===== config.mk =====
export PLATFORM = sky130hd
export DESIGN_NAME = output_result_buffer
export DESIGN_NICKNAME = d
export VERILOG_FILES = /design/src/rtl/output_result_buffer.sv
export SDC_FILE = /design/constraint.sdc
export NUM_CORES = 1
export LEC_CHECK = 0
export CORE_MARGIN = 2
export CORE_UTILIZATION = 39
export DETAILED_ROUTE_END_ITERATION = 16
export MAX_ROUTING_LAYER = met4
export PLACE_DENSITY = 0.58
export SYNTH_ARGS = -nofsm -noshare
export SYNTH_HDL_FRONTEND = slang
export SYNTH_SLANG_ARGS = --single-unit

===== constraint.sdc =====
create_clock -name clk -period 7.2 [get_ports clk]
set_clock_uncertainty 0.2 [all_clocks]
set_input_delay 2.16 -clock clk [delete_from_list [all_inputs] [get_ports clk]]
set_output_delay 2.16 -clock clk [all_outputs]
set_load 0.1 [all_outputs]

===== src/rtl/output_result_buffer.sv =====
// output_result_buffer
//   Capture sequencer for CSA (READ) and ADC (MAC) results, feeding a result
//   FIFO that is drained over the wishbone readout port.
//   Optional build macro: RESULT_ACCUM_EN. When defined, a MAC capture sums
//   its samples and pushes one word. Otherwise each sample is pushed.
//   Readout word: [31] mode, [30] sel, [29:24] sample index, [15:0] data.
module output_result_buffer #(
  parameter int ADC_BITS    = 4,
  parameter int DEPTH       = 16,
  parameter int CONV_CYCLES = 4,
  parameter int DATA_W      = 32
) (
  input  logic                clk,
  input  logic                rst,
  input  logic                cap_start,
  input  logic                cap_mode,
  input  logic                cap_sel,
  input  logic [4:0]          cap_count,
  input  logic                csa_out1,
  input  logic                csa_out2,
  input  logic [ADC_BITS-1:0] adc_out1,
  input  logic [ADC_BITS-1:0] adc_out2,
  output logic                CLK_EN_ADC1,
  output logic                CLK_EN_ADC2,
  output logic                busy,
  input  logic                wishbone_rd_en_output_buffer,
  output logic [DATA_W-1:0]   wishbone_databus_out,
  output logic                wishbone_empty_output_buffer,
  output logic                wishbone_full_output_buffer,
  output logic                overflow,
  input  logic                clear_overflow
);

  localparam int AW = $clog2(DEPTH);
  localparam logic [3:0]  CONV_LAST = 4'(CONV_CYCLES - 1);
  localparam logic [AW:0] FULL_CNT  = (AW+1)'(DEPTH);
  localparam logic [AW:0] CNT_ONE   = (AW+1)'(1);

  typedef enum logic [1:0] {IDLE, SETTLE, CONVERT, SAMPLE} state_t;

  state_t          state, state_nxt;
  logic            mode_q, sel_q;
  logic [4:0]      remain_q;
  logic [5:0]      idx_q;
  logic [3:0]      cnt_q;
  logic [15:0]     data_q;
  logic            conv_last;
  logic            push;
  logic [ADC_BITS-1:0] adc_sel;
  logic [DATA_W-1:0]   push_word;

`ifdef RESULT_ACCUM_EN
  localparam int ACC_W = ADC_BITS + 4;
  logic [ACC_W-1:0] acc_q;
  logic [ACC_W-1:0] acc_nxt;
`endif

  // FIFO state
  logic [DATA_W-1:0] mem [DEPTH];
  logic [AW-1:0]     wr_ptr, rd_ptr;
  logic [AW:0]       count_q, count_nxt;
  logic              pop_ok, push_ok, ovf_set;

  assign adc_sel   = sel_q ? adc_out2 : adc_out1;
  assign conv_last = (cnt_q == CONV_LAST);
  assign push_word = DATA_W'({mode_q, sel_q, idx_q, 8'b0, data_q});

`ifdef RESULT_ACCUM_EN
  assign acc_nxt = acc_q + ACC_W'(adc_sel);
`endif

  // FSM state register
  always_ff @(posedge clk or negedge rst) begin
    if (!rst) state <= IDLE;
    else      state <= state_nxt;
  end

  // FSM next state, enables and push strobe
  always_comb begin
    state_nxt   = state;
    CLK_EN_ADC1 = 1'b0;
    CLK_EN_ADC2 = 1'b0;
    busy        = (state != IDLE);
    push        = 1'b0;
    case (state)
      IDLE: begin
        if (cap_start) begin
          if (!cap_mode)              state_nxt = SETTLE;
          else if (cap_count != 5'd0) state_nxt = CONVERT;
        end
      end
      SETTLE: state_nxt = SAMPLE;
      CONVERT: begin
        CLK_EN_ADC1 = !sel_q;
        CLK_EN_ADC2 = sel_q;
        if (conv_last) state_nxt = SAMPLE;
      end
      SAMPLE: begin
`ifdef RESULT_ACCUM_EN
        // Accumulating MAC only emits the running sum on its final sample
        push = !mode_q || (remain_q == 5'd1);
`else
        push = 1'b1;
`endif
        if (mode_q && remain_q > 5'd1) state_nxt = CONVERT;
        else                           state_nxt = IDLE;
      end
      default: state_nxt = IDLE;
    endcase
  end

  // Capture context, conversion counter and sampled data
  always_ff @(posedge clk or negedge rst) begin
    if (!rst) begin
      mode_q   <= 1'b0;
      sel_q    <= 1'b0;
      remain_q <= '0;
      idx_q    <= '0;
      cnt_q    <= '0;
      data_q   <= '0;
`ifdef RESULT_ACCUM_EN
      acc_q    <= '0;
`endif
    end else begin
      case (state)
        IDLE: begin
          if (cap_start) begin
            mode_q   <= cap_mode;
            sel_q    <= cap_sel;
            remain_q <= cap_count;
            idx_q    <= '0;
            cnt_q    <= '0;
`ifdef RESULT_ACCUM_EN
            acc_q    <= '0;
`endif
          end
        end
        SETTLE: data_q <= {15'b0, (sel_q ? csa_out2 : csa_out1)};
        CONVERT: begin
          cnt_q <= conv_last ? 4'd0 : cnt_q + 4'd1;
          if (conv_last) begin
`ifdef RESULT_ACCUM_EN
            acc_q  <= acc_nxt;
            data_q <= 16'(acc_nxt);
`else
            data_q <= 16'(adc_sel);
`endif
          end
        end
        SAMPLE: begin
          // Index stays put on the last sample so the accumulated word reports cap_count-1
          if (remain_q > 5'd1) idx_q <= idx_q + 6'd1;
          if (remain_q != 5'd0) remain_q <= remain_q - 5'd1;
        end
        default: ;
      endcase
    end
  end

  // A pop frees a slot in the same cycle, so push into a full FIFO succeeds then
  assign pop_ok  = wishbone_rd_en_output_buffer && !wishbone_empty_output_buffer;
  assign push_ok = push && (!wishbone_full_output_buffer || pop_ok);
  assign ovf_set = push && wishbone_full_output_buffer && !pop_ok;

  // Occupancy after this cycle's push/pop
  always_comb begin
    count_nxt = count_q;
    if (push_ok && !pop_ok)      count_nxt = count_q + CNT_ONE;
    else if (pop_ok && !push_ok) count_nxt = count_q - CNT_ONE;
  end

  // FIFO storage write
  always_ff @(posedge clk) begin
    if (push_ok) mem[wr_ptr] <= push_word;
  end

  // FIFO pointers, registered flags, head register and sticky overflow
  always_ff @(posedge clk or negedge rst) begin
    if (!rst) begin
      wr_ptr                       <= '0;
      rd_ptr                       <= '0;
      count_q                      <= '0;
      wishbone_databus_out         <= '0;
      wishbone_empty_output_buffer <= 1'b1;
      wishbone_full_output_buffer  <= 1'b0;
      overflow                     <= 1'b0;
    end else begin
      if (push_ok) wr_ptr <= wr_ptr + AW'(1);
      if (pop_ok) begin
        rd_ptr               <= rd_ptr + AW'(1);
        wishbone_databus_out <= mem[rd_ptr];
      end
      count_q                      <= count_nxt;
      wishbone_empty_output_buffer <= (count_nxt == '0);
      wishbone_full_output_buffer  <= (count_nxt == FULL_CNT);
      if (ovf_set)             overflow <= 1'b1;
      else if (clear_overflow) overflow <= 1'b0;
    end
  end

endmodule


==> flow_summary.toml <==
[layout]
drive_above_1_share_pct = 8.49
fillers = 2353
area_growth_pct = 14.0
diodes = 0
nets = 806

[global_routing]
grt_max_degree = 63
grt_overflow_total = 0
grt_pass1_vias = 6103
track_usage_pct = 17.2
antenna_found_initial = 0
grt_pass1_wl_mm = 35.5

[clock_network]
clk_pin_slew_worst_paths_ps = 60
ctsHoldBuffers = 0
ctsRootBufferMaster = "clkbuf_16"
cts_sinks = 243
cts_buffers = 26
cts_max_path_buffers = 3
clkLatencyLatePin_ps = 520
tritoncts = "yes"
htreeDepth = 1
post-cts-setup-buffer-count = 0
cts.repair.resized = 0

[worst_hold_path]
min_to = "wishbone_databus_out[29]"
hold_class = "register to register"
hp-start = "wishbone_databus_out[29]"
hold-path-cell-count = 2

[timing]
fmax_ghz = 0.190
setup_ws_ps = 1940
final.setup.tns_ps = 0
drv_slew = 0
max_slew.worst_pin.slew_ps = 1100
setup_violations = 0
fin_crit_sh_pct = 73.1
grt_setup_unrepaired = "false"
min_period_ps = 5260
holdWs_ps = 293
finalHoldViolCount = 0
slew_headroom_pct = 26.7

[run_status]
violations = "DRC"
status = "finished, violations left"

[critical_path]
r2r_start = "rd_ptr[1]"
worstPathArrival_ps = 2900
r2r_setup_slack_ps = 4170
path_class = "register to output port"
rr_worst_depth = 5
path_max_fanout = 11
r2r-end = "wishbone_databus_out[3]"
required_ps = 4840
critPathCaptureType = "output port"
crit_path_start_kind = "register"

[yosys]
synth.yosys.seq_area_share_pct = 67.7
yosysMostFrequentCell = "edfxtp_1"
synth_area_sq_mm = 0.0104
synth-edff-count = 192
yosys-top-cells-area = "edfxtp_1, dfrtp_1, mux2i_1"
yosys-top-cells-count = "edfxtp_1, mux2i_1, nand2_1"
yosysTopAreaCellShare_pct = 55.4
synthCells = 731
async_reset_ff_share_pct = 21.0
yosysTopAreaCell = "edfxtp_1"
ys_seq_elements = 243
yosysWarnings = 0
avgSynthCellArea_sq_um = 14.2
yosys.cell_types.count = 58
synth_flop_cell = "edfxtp_1"

[route]
vias_per_cell = 5.26
first_pass_iters = 11
wirelength_mm = 23.0
vias = 5911
wl_per_cell_um = 20.5
antenna_left = 0
drc_errors = 4
dr.first_iter.drc_count = 471

[floorplan]
core_sq_mm = 0.0261
die-height_um = 167
start_util_pct = 39.8
dieArea_sq_mm = 0.0280
rows = 59
die_w_um = 167
num_io_pins = 60

[placement]
dp.final_hpwl_mm = 14.5
dpl_worst_slack_ps = 2490
gp_congestion = 0.839
buffer_ports.inserted = 39

[power_and_ir_drop]
ir_worst_vdd_mv = 0.224
power_mw = 5.30
cellPowerDensity_mw_per_mm2 = 447
leakagePower_nw = 4.34

[job]
drv_cap = 0
-- critical path: stages (launching register included) --
cell             delay (ps)
dfrtp_1                 380
inv_1                   110
ha_1                    390
nor2b_1                 310
clkdlybuf4s50_1        1190
-- worst max path at each step --
stage / from / endpoint / slack, ps
global placement: state[0] / CLK_EN_ADC1 / 2520
detailed placement: state[0] / CLK_EN_ADC1 / 2490
floorplan: state[0] / CLK_EN_ADC1 / 2600
CTS: state[0] / CLK_EN_ADC1 / 1900
global route: state[0] / CLK_EN_ADC1 / 1810
finish: state[0] / CLK_EN_ADC1 / 1940
-- cell type report --
cell class                      count  area, sq um  area share (%)
Timing Repair Buffer               47          445            3.76
Tap cell                          335          419            3.53
Clock buffer                       33          708            5.97
Clock inverter                     15          131            1.11
Inverter                           13         48.8           0.411
Multi-Input combinational cell    438         3060            25.8
Sequential cell                   243         7050            59.4
-- cell families after synthesis --
logic type | share of synthesized area [%]
compound gates | 6.40
buf+inv | 3.67
flops | 67.7
mux | 10.5
fa+ha+maj | 1.80
simple gates | 8.48
xor+xnor | 1.42
other cells | 0.0361
-- registers in the layout (all words and copies together), names as in the netlist --
signal	count
wishbone_empty_output_buffer	1
wr_ptr	4
sel_q	1
cnt_q	4
remain_q	5
idx_q	6
wishbone_databus_out	12
data_q	4
count_q	5
overflow	1
state	2
rd_ptr	4
mode_q	1
wishbone_full_output_buffer	1
mem	192
-- cell usage in the layout (no fill, tap or decap), types with 20 or more instances in the layout --
cell type	instances
nor2_1	21
a21oi_1	32
a22oi_1	28
conb_1	20
nand3_1	49
mux2i_1	102
dfrtp_1	49
clkdlybuf4s50_1	38
clkbuf_16	27
edfxtp_1	192
nand2_1	59
-- report_power, final --
group	total [mW]	internal (mW)	switching, mW
clock network	1.29	0.768	0.526
registers	2.20	1.85	0.352
logic	1.80	0.607	1.20
total	5.30	3.22	2.08
-- metrics by stage --
step                cells  util [%]  cell area (sq um)
finish               1124      45.4              11900
global route         1124      45.4              11900
CTS                  1124      45.4              11900
detailed placement   1076      42.2              11000
global placement     1076      42.2              11000
floorplan             750         -              10500
-- per-layer routing --
layer | GRT usage, % | routed length (um) | vias up
met2 | 28.4 | 11500 | 138
met3 | 2.51 | 976 | 30
met4 | 4.20 | 346 | 0
met1 | 22.5 | 10200 | 2947
met5 | - | 0 | -
li1 | - | - | 2796
(Power assumes the default switching activity.)
